$ cat src/rtl/mem_dump_reader.sv
// Post-halt memory read-out engine: walks START_ADDR..END_ADDR through the
// synchronous memory read port and emits each byte on a valid/ready stream.
module mem_dump_reader #(
  parameter int ADDR_W     = 12,
  parameter int START_ADDR = 8,
  parameter int END_ADDR   = 2047
) (
  input  logic              clk,
  input  logic              reset,
  input  logic              start,
  output logic [ADDR_W-1:0] m_addr,
  output logic              m_rd,
  output logic              m_en,
  input  logic [7:0]        m_rd_data,
  output logic              out_valid,
  input  logic              out_ready,
  output logic [7:0]        out_data,
  output logic              out_last,
  output logic              busy,
  output logic              done,
  output logic [ADDR_W:0]   byte_count,
  output logic [2:0]        dbg_state
);

  typedef enum logic [2:0] {
    S_IDLE = 3'd0,
    S_REQ  = 3'd1,
    S_CAP  = 3'd2,
    S_SEND = 3'd3,
    S_DONE = 3'd4
  } state_t;

  localparam logic [ADDR_W-1:0] START_A = ADDR_W'(START_ADDR);
  localparam logic [ADDR_W-1:0] END_A   = ADDR_W'(END_ADDR);

  state_t            state;
  state_t            state_nxt;
  logic [ADDR_W-1:0] addr;
  logic              start_ok;
  logic              accept;
  logic              at_end;

  // Stream handshake: a byte transfers on a rising edge where out_valid and
  // out_ready are both high; out_data/out_last hold while out_valid waits.
  assign start_ok  = start && ((state == S_IDLE) || (state == S_DONE));
  assign accept    = (state == S_SEND) && out_ready;
  assign at_end    = (addr == END_A);
  assign m_addr    = addr;
  assign dbg_state = state;

  always_ff @(posedge clk) begin
    if (reset) begin
      state <= S_IDLE;
    end else begin
      state <= state_nxt;
    end
  end

  always_comb begin
    state_nxt = state;
    case (state)
      S_IDLE:  if (start_ok) state_nxt = S_REQ;
      S_REQ:   state_nxt = S_CAP;
      S_CAP:   state_nxt = S_SEND;
      S_SEND:  if (accept) state_nxt = at_end ? S_DONE : S_REQ;
      S_DONE:  if (start_ok) state_nxt = S_REQ;
      default: state_nxt = S_IDLE;
    endcase
  end

  always_comb begin
    m_rd      = 1'b0;
    m_en      = 1'b0;
    out_valid = 1'b0;
    busy      = 1'b0;
    done      = 1'b0;
    case (state)
      S_REQ, S_CAP: begin
        m_rd = 1'b1;
        m_en = 1'b1;
        busy = 1'b1;
      end
      S_SEND: begin
        out_valid = 1'b1;
        busy      = 1'b1;
      end
      S_DONE:  done = 1'b1;
      default: ;
    endcase
  end

  // End-of-range compare happens before the increment, so addr never wraps.
  always_ff @(posedge clk) begin
    if (reset) begin
      addr       <= '0;
      out_data   <= '0;
      out_last   <= 1'b0;
      byte_count <= '0;
    end else begin
      if (start_ok) begin
        addr       <= START_A;
        byte_count <= '0;
      end
      if (state == S_CAP) begin
        out_data <= m_rd_data;
        out_last <= at_end;
      end
      if (accept) begin
        byte_count <= byte_count + 1'b1;
        if (!at_end) addr <= addr + 1'b1;
      end
    end
  end

endmodule

$ cat config.mk
export PLATFORM = sky130hd
export DESIGN_NAME = mem_dump_reader
export DESIGN_NICKNAME = d
export VERILOG_FILES = /design/src/rtl/mem_dump_reader.sv
export SDC_FILE = /design/constraint.sdc
export NUM_CORES = 1
export LEC_CHECK = 0
export ABC_CLOCK_PERIOD_IN_PS = 2500
export CORE_MARGIN = 3
export CORE_UTILIZATION = 47
export DETAILED_ROUTE_END_ITERATION = 10
export PLACE_DENSITY = 0.79
export SYNTH_ARGS = -nofsm -noshare
export SYNTH_HDL_FRONTEND = slang
export SYNTH_SLANG_ARGS = --single-unit
$ cat constraint.sdc
create_clock -name clk -period 2.5 [get_ports clk]
set_clock_uncertainty 0.05 [all_clocks]
set_input_delay 0.5 -clock clk [delete_from_list [all_inputs] [get_ports clk]]
set_output_delay 0.5 -clock clk [all_outputs]
set_load 0.01 [all_outputs]
; ---- After elaboration in Yosys (flattened, before gate mapping)
; Cells that the tools add are included.
[totals]
mem_bits_rw = 0
inputBits = 12
latchBits = 0
reg_bits = 37
output_inout_bits = 42
elab_cells = 36
romBits = 0
mem_count = 0
[op_classes]
n_shift = 0
n_lt_le_gt_ge = 0
n_eq_ne = 7
div = 0
n_reduce_logical = 9
n_mul = 0
bitwise = 0
n_addsub = 2
muxes = 13
[ops]
columns = cell, n
row1 = $mux W12, 3
row2 = $mux W13, 2
row3 = $add A13 B1 Y13 const B, 1
row4 = $add A12 B1 Y12 const B, 1
row5 = $eq A12 B11 Y1 const B, 1
row6 = $pmux W3 S4, 1
row7 = $mux W3, 3
row8 = $eq A3 B2 Y1 const B, 2
row9 = $mux W1, 4
row10 = $reduce_or A2 Y1, 2
row11 = $eq A3 B1 Y1 const B, 1
row12 = $eq A3 B3 Y1 const B, 1
row13 = $logic_not A3 Y1, 1
row14 = $reduce_or A3 Y1, 1
row15 = $logic_and A1 B1 Y1, 2
row16 = $ne A2 B1 Y1 const B, 1
row17 = $ne A2 B2 Y1 const B, 1
row18 = $reduce_and A2 Y1, 1
row19 = $reduce_bool A2 Y1, 1
row20 = $logic_or A1 B1 Y1, 1

; ---- Logic depth before layout (Yosys ltp)
; Gate-level depths: netlist of the first run.
[logic_depth]
ltp_word = 6
mapped_depth = 7
depth_no_buf = 5

; ---- Worst setup path after synthesis of the first run
; OpenSTA, ideal clock, no wires.
[synth_timing]
kind = reg-to-reg
startpoint = register addr[0], in the netlist m_addr[0]
endpoint = register addr[3], in the netlist m_addr[3]
t_required_ns = 2.376
path_stages_with_launch = 7
setup_slack_ns = 0.703
arrival_time_ns = 1.673
path_buffers = 1
setup_ns = 0.074
synth_period_minus_slack_ns = 1.797
cell_sequence = dfxtp_1 > ha_1 > and3b_1 > and4_4 > buf_6 > or4_1 > a31oi_1
[synth_between]
elab_chain_len = 3
word_cells_on_any_way = 4
[synth_lines]
columns = item, line_no
row1 = from (decl), 38  ; logic [ADDR_W-1:0] addr;
row2 = from (signal assigned), 110  ; if (!at_end) addr <= addr + 1'b1;
row3 = $add A12 B1 Y12 / $eq A12 B11 Y1 (equally long branches), "110, 47"
row4 = $mux W12 *, 110
row5 = $mux W12 *, 108  ; if (accept) begin
; Mark *: on every way between the ends. The rest lies on a longest branch, timed or not.
; A chain may end at the register's enable or synchronous reset.

; ---- Worst setup path in the final report of the first run
[layout_timing]
startpoint = register state[1], in the netlist dbg_state[1]
endpoint = output out_valid
[layout_between]
elab_chain_len = 2
[layout_lines]
columns = item, line_no
row1 = from (decl), 36  ; state_t state;
row2 = from (signal assigned), 55  ; state <= state_nxt;
row3 = $eq A3 B2 Y1, 77  ; case (state)
row4 = $mux W1, 77
row5 = to (decl), 15  ; output logic out_valid,
; No other way between the ends.

==> impl_metrics.py, run 1 <==
metrics = {
    "clock_network": {
        "root_buffer": "clkbuf_8",
        "clkLatencyLatePin_ps": 280,
        "cts_max_level": 2,
        "cts_setup_buffers": 0,
        "cts_inserted_buffers": 5,
        "cts_sinks": 37,
        "cts_buffer_depth": 2,
        "cts_resized": 0,
        "tritoncts": "done",
        "cts_hold_buffers": 0,
        "clkTransAtPathRegs_ps": 70,
    },
    "synth": {
        "ys_ff_latch": 37,
        "synth_flop_cell": "dfxtp_1",
        "yosys-top-cells-count": "dfxtp_1, nor2_1, a21oi_1",
        "synth_async_sr_flop_share": 0,
        "synth.most_common_cell": "dfxtp_1",
        "synth.distinct_cells": 50,
        "ys.warnings.count": 0,
        "synth_edf_count": 0,
        "avgSynthCellArea_um2": 8.62,
        "yosysSeqAreaShare": 0.391,
        "synth_top_area_frac": 0.391,
        "netlist_area_um2": 1900,
        "synthCells": 220,
        "synth_top_area_cell": "dfxtp_1",
        "synthesis.nets": 234,
        "synth.top_cells.by_area": "dfxtp_1, a21oi_1, nor2_1",
    },
    "placement": {
        "place_area_um2": 2390,
        "globalplace.congestion": 0.809,
        "hpwl_um": 3090,
        "io_buffers": 53,
    },
    "drt": {
        "vias": 1807,
        "drt-initial-drc-count": 95,
        "finalWirelength_um": 4350,
        "postRouteAntennaNets": 0,
        "drt_first_pass_iters": 5,
        "routedWlPerCell_um": 13.6,
        "vias_per_cell": 5.66,
        "drc": 0,
    },
    "die": {
        "die_x_um": 69.5,
        "initial_utilization": 0.503,
        "core-area_um2": 3770,
        "dieArea_um2": 4830,
        "num_rows": 22,
        "die_h_um": 69.5,
        "num_io_pins": 54,
    },
    "critical_path": {
        "cp_max_fo": 10,
        "cp.arrival_ps": 1760,
        "setup.worst_path.end_class": "output pin",
        "cp_slowest_stage_delay_ps": 530,
        "cp_slowest_cell": "clkdlybuf4s50_1",
        "timing.rr.start": "m_addr[0]$_SDFF_PP0_",
        "crit_family": "buffers and inverters",
        "cp.required_ps": 1950,
        "worst-setup-path-type": "flip-flop to output pin",
        "timing.critical_path.from": "dbg_state[1]$_SDFFE_PP0P_",
        "cp_num_buf_inv": 1,
        "cp-start-kind": "flip-flop",
        "crit_chain": "nor2b_1 > and2_1 > clkdlybuf4s50_1",
    },
    "layout": {
        "multi_input_area_um2": 997,
        "synthToLayoutAreaGrowth_pct": 30.8,
        "drive_gt1_frac": 0.0812,
        "finalInstanceArea_um2": 2480,
        "nets": 285,
        "seq_area_um2": 741,
        "nFillCells": 330,
        "antenna_cells": 0,
    },
    "flow_run": {
        "cap_violations": 0,
    },
    "power_and_ir_drop": {
        "leakage_nw": 0.847,
        "ir_drop_mv": 0.442,
        "power_density_nw_per_um2": 502,
    },
    "global_route": {
        "grt-ovfl-total": 0,
        "grt_pass1_vias": 1607,
        "grt_pass1_wl_um": 7430,
        "grt_max_degree": 18,
        "antenna_found_initial": 0,
        "grt_use_total": 0.187,
    },
    "min_path": {
        "hold_path_class": "flip-flop to flip-flop",
        "hp-start": "byte_count[5]$_SDFFE_PP0P_",
    },
    "sta": {
        "fin_tns_setup_ps": 0,
        "report.final.slew_viol_count": 0,
        "slew_headroom": 0.627,
        "period_share": 0.924,
        "hold_viol": 0,
        "rsz0062_at_grt": "false",
        "setup_viol": 0,
        "clock.fmax_mhz": 433,
        "min_period_ps": 2310,
        "tightestPinTransition_ps": 559,
    },
    "outcome": {
        "status": "finished, final reports clean",
    },
}
[cells in the final DEF (no fill, tap or decap), types with 4 or more instances in the layout]
cell	instances
dfxtp_1	37
inv_1	5
or3_1	9
a21oi_1	23
clkbuf_8	6
nand3_1	13
and2_1	4
buf_4	6
nor2_1	26
mux2i_1	9
clkdlybuf4s50_1	53
nand2_1	9
a211oi_1	4
o211ai_1	8
o21ai_0	6
nand4_1	10
[registers in the layout, summed over array words and instances (netlist names)]
name and cells:
m_addr 12, dbg_state 3, out_last 1, byte_count 13
out_data 8
[power breakdown]
part | internal (W) | switching, W | total (W)
Clock | 0.000219 | 0.000198 | 0.000417
Sequential | 0.000606 | 0.0000209 | 0.000627
Combinational | 0.000105 | 0.0000946 | 0.000200
[worst register-to-register path, cell delays in order (launching register included)]
cell and delay [ps]:
dfxtp_1 360, ha_1 270, and3b_1 210, and4_4 240
or4_1 480, a31oi_1 160
[layer usage]
layer	global-route usage	up-vias	share of wire
met2	0.294	51	0.47
met1	0.239	842	0.45
li1	-	908	-
met3	0.0725	6	0.075
met4	0.0456	0	0.010
met5	0	-	0
[path summary, 6_finish.rpt]
check                                             endpoint  slack, ps  depth (start not counted)
worst max register to register        m_addr[3]$_SDFF_PP0_        680                          5
worst min-delay path            byte_count[5]$_SDFFE_PP0P_        450                          2
worst min register to register  byte_count[5]$_SDFFE_PP0P_        450                          2
worst max-delay path                             out_valid        190                          3
[cells by family after synthesis]
logic type      synth area share
simple gates               0.297
mux                       0.0475
xor+xnor                 0.00462
buf+inv                   0.0832
fa+ha+maj                 0.0132
compound gates             0.164
flops                      0.391
[area by class of cell]
cell class,instances,area share
clock buffer,7,0.0348
timing repair buffer,59,0.232
multi-input combinational,163,0.402
tap,48,0.0242
inverter,5,0.00757
sequential,37,0.299
[metrics by stage]
stage	std cells	setup WS, ps	total power [W]	utilization	hold slack (ps)
after detailed placement	312	245	0.000841	0.634	436
after global placement	312	292	0.000839	0.634	423
final	319	189	0.00124	0.657	454
after global routing	319	90.9	0.00130	0.657	484
after floorplan	220	703	0.000764	-	462
after CTS	319	174	0.00127	0.657	461
Power figures use the tool's default switching activity.
==> run 2, diff against run 1 <==
--- a/config.mk
+++ b/config.mk
@@ -9,6 +9,7 @@
 export CORE_MARGIN = 3
 export CORE_UTILIZATION = 47
 export DETAILED_ROUTE_END_ITERATION = 10
+export GPL_TIMING_DRIVEN = 0
 export PLACE_DENSITY = 0.79
 export SYNTH_ARGS = -nofsm -noshare
 export SYNTH_HDL_FRONTEND = slang
==> run 2 against run 1 <==
Register-to-register slack got worse by 80 ps; design area up 3.2%; non-clock buffer count is 8 higher; maximum frequency increased by 4.0%; setup slack improved by 88 ps; clock power barely moved; routed wire length increased by 3.3%; cell count up 2.8%; global-route usage is 0.14 points higher; largest power group unchanged.
==> impl_metrics.py, run 2 (synthesis gave the netlist of run 1 again) <==
metrics = {
    "die": {
        "num_rows": 22,
        "core-area_um2": 3770,
        "initial_utilization": 0.503,
        "die_h_um": 69.5,
        "num_io_pins": 54,
        "dieArea_um2": 4830,
        "die_x_um": 69.5,
    },
    "global_route": {
        "grt_max_degree": 12,
        "grt-ovfl-total": 0,
        "grt_use_total": 0.188,
        "grt_pass1_vias": 1682,
        "antenna_found_initial": 0,
        "grt_pass1_wl_um": 7490,
    },
    "layout": {
        "antenna_cells": 0,
        "multi_input_area_um2": 997,
        "largest_register_ffs": 13,
        "nFillCells": 328,
        "synthToLayoutAreaGrowth_pct": 35.0,
        "drive_gt1_frac": 0.107,
        "final_common_cell": "clkdlybuf4s50_1",
        "nets": 293,
        "top_register": "byte_count",
        "seq_area_um2": 741,
        "mostFrequentLayoutCells": "clkdlybuf4s50_1, dfxtp_1, nor2_1",
    },
    "sta": {
        "timing.hold.ws_ps": 375,
        "setup_viol": 0,
        "slew_headroom": 0.694,
        "rsz0062_at_grt": "false",
        "clock.fmax_mhz": 450,
        "period_share": 0.889,
        "min_period_ps": 2220,
        "hold_viol": 0,
        "tightestPinTransition_ps": 459,
        "report.final.slew_viol_count": 0,
        "fin_tns_setup_ps": 0,
    },
    "drt": {
        "vias_per_cell": 5.55,
        "drc": 0,
        "met3_length_um": 318,
        "vias": 1821,
        "finalWirelength_um": 4490,
        "drt_first_pass_iters": 4,
        "routedWlPerCell_um": 13.7,
        "highest_layer": "met4",
        "drt-initial-drc-count": 127,
        "wl_met2_um": 2050,
        "postRouteAntennaNets": 0,
        "wl_met1_um": 2050,
    },
    "critical_path": {
        "cp.required_ps": 1950,
        "timing.rr.start": "m_addr[0]$_SDFF_PP0_",
        "r2r_cells": 6,
        "cp_slowest_cell": "clkdlybuf4s50_1",
        "cp.arrival_ps": 1670,
        "setup.worst_path.end_class": "output pin",
        "cp_max_fo": 9,
        "worst-setup-path-type": "flip-flop to output pin",
        "cp-start-kind": "flip-flop",
        "crit_chain": "buf_6 > nor2b_1 > and2_1 > clkdlybuf4s50_1",
        "timing.critical_path.from": "dbg_state[1]$_SDFFE_PP0P_",
        "cp_slowest_stage_delay_ps": 530,
        "cp_num_buf_inv": 2,
        "r2r_end": "m_addr[3]$_SDFF_PP0_",
        "crit_family": "buffers and inverters",
        "r2r_slack_ps": 600,
    },
    "outcome": {
        "status": "finished, final reports clean",
    },
    "clock_network": {
        "cts_max_level": 2,
        "clkTransAtPathRegs_ps": 80,
        "root_buffer": "clkbuf_8",
        "clkLatencyLatePin_ps": 300,
        "tritoncts": "done",
        "cts_buffer_depth": 2,
        "cts_resized": 0,
        "cts_setup_buffers": 0,
        "cts_sinks": 37,
        "cts_inserted_buffers": 5,
        "cts_hold_buffers": 0,
    },
    "placement": {
        "hpwl_um": 3260,
        "io_buffers": 52,
        "globalplace.congestion": 0.782,
    },
    "min_path": {
        "min_path_cells": 2,
        "hold_path_class": "primary input to flip-flop",
        "hold_path_end": "m_addr[8]$_SDFF_PP0_",
        "hp-start": "reset",
    },
    "power_and_ir_drop": {
        "ir_drop_mv": 0.298,
        "power_density_nw_per_um2": 495,
        "leakage_nw": 0.895,
    },
    "flow_run": {
        "cap_violations": 0,
    },
}
-- run 2: area by class of cell --
type | instances | share of cell area
Inverter | 5 | 0.00733
Clock buffer | 6 | 0.0284
Multi-Input combinational cell | 163 | 0.390
Timing Repair Buffer | 52 | 0.203
Tap cell | 48 | 0.0235
Clock inverter | 2 | 0.00391
Buffer | 15 | 0.0543
Sequential cell | 37 | 0.289
-- run 2: per-stage QoR --
stage	utilization	setup slack (ps)	instance area [um^2]	power, W	cells
floorplan	-	703	1900	0.000764	220
global placement	0.657	242	2480	0.000863	320
detailed placement	0.657	209	2480	0.000864	320
CTS	0.679	258	2560	0.00128	328
global route	0.679	166	2560	0.00131	328
finish	0.679	277	2560	0.00127	328
-- run 2: per-layer routing --
metal | up-vias | global-route usage
met5 | - | 0
met4 | 0 | 0.0759
met3 | 7 | 0.0551
met2 | 56 | 0.294
met1 | 832 | 0.242
li1 | 926 | -
-- run 2: power breakdown --
group	leakage, nW	internal [W]	switching [W]
Combinational	0.551	0.000124	0.000108
Sequential	0.299	0.000606	0.0000116
Clock	0.0450	0.000193	0.000223
Total	0.895	0.000923	0.000343
-- run 2: how the worst max path moves through the flow --
stage                     slack [ps]  cells past startpoint                   end
after floorplan                  700                      6  m_addr[3]$_SDFF_PP0_
after global placement           240                      5  m_addr[8]$_SDFF_PP0_
after detailed placement         210                      5  m_addr[8]$_SDFF_PP0_
after CTS                        260                      4             out_valid
after global routing             170                      4             out_valid
final                            280                      4             out_valid
==> run 3, diff against run 2 <==
--- a/config.mk
+++ b/config.mk
@@ -6,11 +6,13 @@
 export NUM_CORES = 1
 export LEC_CHECK = 0
 export ABC_CLOCK_PERIOD_IN_PS = 2500
+export CAP_MARGIN = 5
 export CORE_MARGIN = 3
 export CORE_UTILIZATION = 47
 export DETAILED_ROUTE_END_ITERATION = 10
 export GPL_TIMING_DRIVEN = 0
 export PLACE_DENSITY = 0.79
+export SKIP_LAST_GASP = 1
 export SYNTH_ARGS = -nofsm -noshare
 export SYNTH_HDL_FRONTEND = slang
 export SYNTH_SLANG_ARGS = --single-unit
==> constraint.sdc (replaced) <==
create_clock -name clk -period 2.5 [get_ports clk]
set_clock_uncertainty 0.05 [all_clocks]
set_input_delay 0.5 -clock clk [delete_from_list [all_inputs] [get_ports clk]]
set_output_delay 0.5 -clock clk [all_outputs]
set_load 0.02 [all_outputs]
==> results of run 3 <==
The final DEF is identical to that of run 2. Status: finished, final reports clean.
Among the figures that moved: setup slack after layout 277 ps -> 209 ps; total power 0.00127 W -> 0.00129 W
